`src/rtl/imm_compress.sv`:
```
// rtl/imm_compress.sv - 16-bit immediate to 7-bit field packer with 2-entry output FIFO
//
// Purpose: packs a 16-bit immediate into a 7-bit field (signed or unsigned),
// flags whether the packing was exact, and buffers results in a 2-deep FIFO.
// Values that do not fit are saturated, and they are counted in a saturating
// error counter.
//
// Ports:
//   clk        - clock, rising edge
//   rst_n      - asynchronous active-low reset
//   in_valid   - upstream value present
//   in_ready   - block accepts a value this cycle
//   in_value   - 16-bit immediate
//   in_signed  - 1: signed 7-bit field, 0: unsigned 7-bit field
//   out_valid  - FIFO head holds an entry
//   out_ready  - downstream consumes the head this cycle
//   out_imm    - packed 7-bit field at the head
//   out_fit    - 1: exact, 0: saturated
//   err_count  - saturating count of accepted values that did not fit

module imm_compress #(
  parameter int CNT_W = 8
) (
  input  logic             clk,
  input  logic             rst_n,
  input  logic             in_valid,
  output logic             in_ready,
  input  logic [15:0]      in_value,
  input  logic             in_signed,
  output logic             out_valid,
  input  logic             out_ready,
  output logic [6:0]       out_imm,
  output logic             out_fit,
  output logic [CNT_W-1:0] err_count
);

  typedef enum logic [1:0] {
    EMPTY = 2'd0,
    ONE   = 2'd1,
    FULL  = 2'd2
  } state_t;

  localparam logic [CNT_W-1:0] ERR_MAX = {CNT_W{1'b1}};

  state_t     state;
  logic [6:0] mem_imm [2];
  logic       mem_fit [2];
  logic       wr_ptr;
  logic       rd_ptr;
  logic       rdy_q;

  logic [6:0] enc_imm;
  logic       enc_fit;
  logic       push;
  logic       pop;

  // Combinational encoder. A signed fit needs bits 15:6 to be identical,
  // so that sign-extending bit 6 gives back the original value.
  always_comb begin
    enc_imm = in_value[6:0];
    enc_fit = 1'b1;
    if (in_signed) begin
      if (!((in_value[15:6] == 10'h000) || (in_value[15:6] == 10'h3FF))) begin
        enc_fit = 1'b0;
        enc_imm = in_value[15] ? 7'h40 : 7'h3F;
      end
    end else begin
      if (in_value[15:7] != 9'h000) begin
        enc_fit = 1'b0;
        enc_imm = 7'h7F;
      end
    end
  end

  // in_ready is the registered rdy_q, so it never depends on out_ready
  // within the same cycle. A FULL FIFO cannot pass a value through, even
  // when it is popping.
  assign push      = in_valid && rdy_q;
  assign pop       = (state != EMPTY) && out_ready;
  assign in_ready  = rdy_q;
  assign out_valid = (state != EMPTY);
  assign out_imm   = mem_imm[rd_ptr];
  assign out_fit   = mem_fit[rd_ptr];

  always_ff @(posedge clk or negedge rst_n) begin
    if (!rst_n) begin
      state     <= EMPTY;
      wr_ptr    <= 1'b0;
      rd_ptr    <= 1'b0;
      rdy_q     <= 1'b0;
      err_count <= '0;
      for (int i = 0; i < 2; i++) begin
        mem_imm[i] <= 7'h00;
        mem_fit[i] <= 1'b0;
      end
    end else begin
      if (push) begin
        mem_imm[wr_ptr] <= enc_imm;
        mem_fit[wr_ptr] <= enc_fit;
        wr_ptr          <= ~wr_ptr;
        if (!enc_fit && (err_count != ERR_MAX)) begin
          err_count <= err_count + CNT_W'(1);
        end
      end
      if (pop) begin
        rd_ptr <= ~rd_ptr;
      end

      // A push and a pop together in ONE keep the count at 1. The read
      // pointer then moves onto the slot that was just written.
      case (state)
        EMPTY: begin
          rdy_q <= 1'b1;
          if (push) state <= ONE;
        end
        ONE: begin
          if (push && !pop) begin
            state <= FULL;
            rdy_q <= 1'b0;
          end else if (pop && !push) begin
            state <= EMPTY;
            rdy_q <= 1'b1;
          end else begin
            rdy_q <= 1'b1;
          end
        end
        FULL: begin
          if (pop) begin
            state <= ONE;
            rdy_q <= 1'b1;
          end else begin
            rdy_q <= 1'b0;
          end
        end
        default: begin
          state <= EMPTY;
          rdy_q <= 1'b1;
        end
      endcase
    end
  end

endmodule

```
`config.mk`:
```
export PLATFORM = sky130hd
export DESIGN_NAME = imm_compress
export DESIGN_NICKNAME = d
export VERILOG_FILES = /design/src/rtl/imm_compress.sv
export SDC_FILE = /design/constraint.sdc
export NUM_CORES = 1
export LEC_CHECK = 0
export CORE_MARGIN = 5
export CORE_UTILIZATION = 45
export DETAILED_ROUTE_END_ITERATION = 8
export GPL_TIMING_DRIVEN = 1
export MAX_ROUTING_LAYER = met4
export PLACE_DENSITY_LB_ADDON = 0.08
export SLEW_MARGIN = 20
export SYNTH_ARGS = -nofsm -noshare
export SYNTH_HDL_FRONTEND = slang
export SYNTH_SLANG_ARGS = --single-unit
```
`constraint.sdc`:
```
create_clock -name clk -period 2.1 [get_ports clk]
set_clock_uncertainty 0.2 [all_clocks]
set_input_delay 0.525 -clock clk [delete_from_list [all_inputs] [get_ports clk]]
set_output_delay 0.525 -clock clk [all_outputs]
set_load 0.005 [all_outputs]
```
==> flow_summary.ini <==
[sta]
max_clock_freq_ghz = 0.481
maxSlewViolCount = 0
relSlewSlack_pct = 75.1
finalSetupViolCount = 0
hold_violations = 0
rsz0062_at_grt = false
worst_pin_slew_ns = 0.373
tns_ns = 0
period_minus_slack_ns = 2.08
post-route-period-util_pct = 99.0

[final_layout]
area_growth_pct = 41.3
fillers = 268
final_cell_count_no_fill = 259
layout_commonest_cell = sky130_fd_sc_hd__nand2_1
most-common-layout-cells = sky130_fd_sc_hd__nand2_1, sky130_fd_sc_hd__clkdlybuf4s50_1, sky130_fd_sc_hd__nand3_1, sky130_fd_sc_hd__dfrtp_1, sky130_fd_sc_hd__buf_4
layout-drive-gt1-share_pct = 23.7
total_area_of_multi_input_combinational_cells_sq_um = 738
diodes = 0
seqCellArea_sq_um = 728
finalNetCount = 241
postLayoutCoreUtil_pct = 67.6

[power]
p_int_mw = 1.68
clock_power_share_pct = 12.3
ir_worst_vdd_mv = 0.687
pwr-share-seq_pct = 37.7
switching_share_pct = 36.3
power.share.combinational_pct = 50.0
power_per_cell_area_nw_per_um2 = 1260
p_leak_nw = 0.964
power.net_switching_mw = 0.957
power.total_mw = 2.64

[floorplanning]
row_count = 20
floorplan.die_area_sq_um = 4550
chipWidth_um = 67.4
die_ht_um = 67.4
placeableCoreArea_sq_um = 3100
initial_utilization_pct = 47.8
pin_count = 39

[critical_path]
worst_setup_path_start_kind = input port
regToRegStartpoint = err_count[4]
ff2ff_setup_slack_ns = 0.31
path_cells = clkdlybuf4s50_1 -> nand4_1 -> or3_4 -> o211a_4 -> mux2_4
worst_reg2reg_path_endpoint = err_count[1]
crit_path_max_incr_delay_ns = 0.51
critical_path.slowest_cell = sky130_fd_sc_hd__clkdlybuf4s50_1
worstPathMaxFanout = 8
r2r_cells = 4
worst_ep_arrival_time_ns = 2.09
cp.required_ns = 2.11
end_kind = flop
timing.setup.critical_path_class = input port to flop

[global_route]
gr-usage-all-layers_pct = 17.9
antenna_found_initial = 0
global_route_wire_length_before_repair_mm = 6.02
via_count_of_the_first_global_routing_pass = 1409
grt_start_max_net_pins = 30
gr-total-overflow = 0

[yosys]
yosys_warnings = 0
mappedNetlistArea_sq_um = 1480
seq_area_frac_synth_pct = 48.9
post_synth_inst_count = 155
synth_area_per_cell_sq_um = 9.57
ys_types = 30
ys_ff_latch = 29
synthesis.nets = 182

[drt]
num_vias = 1335
post-route-drc-count = 0
1st_iter_drt_viols = 77
routed_wl_mm = 3.65
first_pass_iters = 4
drtAntennaViolNets = 0
post_drt_wl_per_cell_um = 14.1
vias_per_cell = 5.15

[job]
cap_viol_max_count = 0

[clock_network]
cts_tree = yes
htree_num_levels = 2
clkSinkCount = 29
cts_inserted_buffers = 5
ctsHoldBuffers = 0
worst_setup_hold_path_clk_slew_ns = 0.09
clock_latency_at_the_later_pin_of_the_worst_skew_pair_ns = 0.33
cts_max_path_buffers = 2
clock_tree.root_cell = sky130_fd_sc_hd__clkbuf_4

[outcome]
run_status = complete, no violations

[placement]
io_buffers = 38
dpl.cell_count = 247
dpl.hpwl_mm = 2.65
final_estimated_routing_congestion_in_global_placement = 0.774

[worst_hold_path]
hold-path-cell-count = 2
holdPathEnd = mem_imm[13]
hold_path.startpoint = mem_imm[13]
timing.hold.worst.class = flop to flop
==> how the worst max path moves through the flow <==
stage / startpoint / endpoint / depth (start not counted)
floorplan: in_signed / err_count[1] / 5
global placement: in_value[11] / err_count[1] / 5
detailed placement: in_value[11] / err_count[1] / 5
CTS: rd_ptr / out_imm[2] / 3
global route: state[0] / out_valid / 4
finish: in_value[11] / err_count[1] / 5
==> timing repair <==
| item | CTS | global route |
|---|---|---|
| buffers inserted | 4 | 0 |
| resized for setup | 28 | 13 |
| endpoints found under the setup margin | 10 | 20 |
==> layout make-up <==
class	count	area share (%)
multi-input combinational	115	35.2
clock buffer	6	1.97
inverter	6	1.07
timing repair buffer	57	23.9
sequential	29	34.7
tap	44	2.63
clock inverter	2	0.477
==> cell usage after synthesis, drive strengths merged <==
| cell | count | area, sq um |
|---|---|---|
| mux2 | 9 | 105 |
| o21ai | 2 | 10.0 |
| nand4 | 4 | 25.0 |
| a2111oi | 1 | 8.76 |
| o31ai | 1 | 7.51 |
| o22ai | 1 | 6.26 |
| and3 | 3 | 18.8 |
| nand3 | 30 | 150 |
| clkbuf | 3 | 11.3 |
| nor4 | 2 | 12.5 |
| or3 | 1 | 6.26 |
| nand2 | 33 | 124 |
| and4 | 1 | 8.76 |
| o211a | 1 | 10.0 |
| o21a | 1 | 7.51 |
| xnor2 | 7 | 61.3 |
| a31oi | 1 | 6.26 |
| dfrtp | 29 | 726 |
| o221ai | 1 | 8.76 |
| nor2b | 2 | 12.5 |
| nor2 | 4 | 15.0 |
| buf | 2 | 16.3 |
| xor2 | 1 | 8.76 |
| a41oi | 1 | 8.76 |
| a21oi | 1 | 5.00 |
| ha | 6 | 75.1 |
| or2 | 1 | 6.26 |
| inv | 6 | 22.5 |
==> through the flow <==
stage                     setup slack, ns  hold WS, ns  area [sq um]
after global placement             -0.336        0.257          2020
after detailed placement           -0.377        0.260          2020
after global routing              0.00160        0.317          2100
after CTS                         -0.0486        0.291          2110
after floorplan                     0.159       0.0294          1480
final                              0.0201        0.283          2100
==> state kept, by name (all words and copies together), names as in the netlist <==
name       cells
state          2
wr_ptr         1
in_ready       1
err_count      8
mem_fit        2
rd_ptr         1
mem_imm       14
==> critical path, delay by kind of cell <==
family,cells,cell delay (ns)
AND/OR/NAND/NOR,2,0.48
AO/OA/AOI/OAI,1,0.28
multiplexers,1,0.30
buffers and inverters,1,0.51
==> power by group through the flow <==
stage	Combinational, mW	Clock [mW]	Sequential [mW]
after floorplan	0.722	0	0.970
after global routing	1.46	0.357	1.03
after global placement	1.28	0	1.02
after detailed placement	1.31	0	1.04
after CTS	1.37	0.333	0.992
final	1.32	0.324	0.994
==> layer usage <==
| layer | global-route usage (%) | part of all wire (%) | vias to the layer above |
|---|---|---|---|
| met5 | - | 0 | - |
| met4 | 4.81 | 1.6 | 0 |
| li1 | - | - | 657 |
| met2 | 32.3 | 52 | 40 |
| met1 | 19.0 | 41 | 630 |
| met3 | 5.16 | 5.3 | 8 |
==> cells by family (layout without fill, tap and decap cells) <==
logic type,count (synthesis),count (layout),share of synthesized area [%]
buffers and inverters,11,71,3.37
adders and majority gates,6,6,5.06
AOI/OAI and AO/OA,11,11,5.31
and+or+nand+nor,81,81,25.5
DFF,29,29,48.9
xor gates and xnor gates,8,8,4.72
muxes,9,9,7.08
No activity file was read; power rests on OpenSTA's default activity.
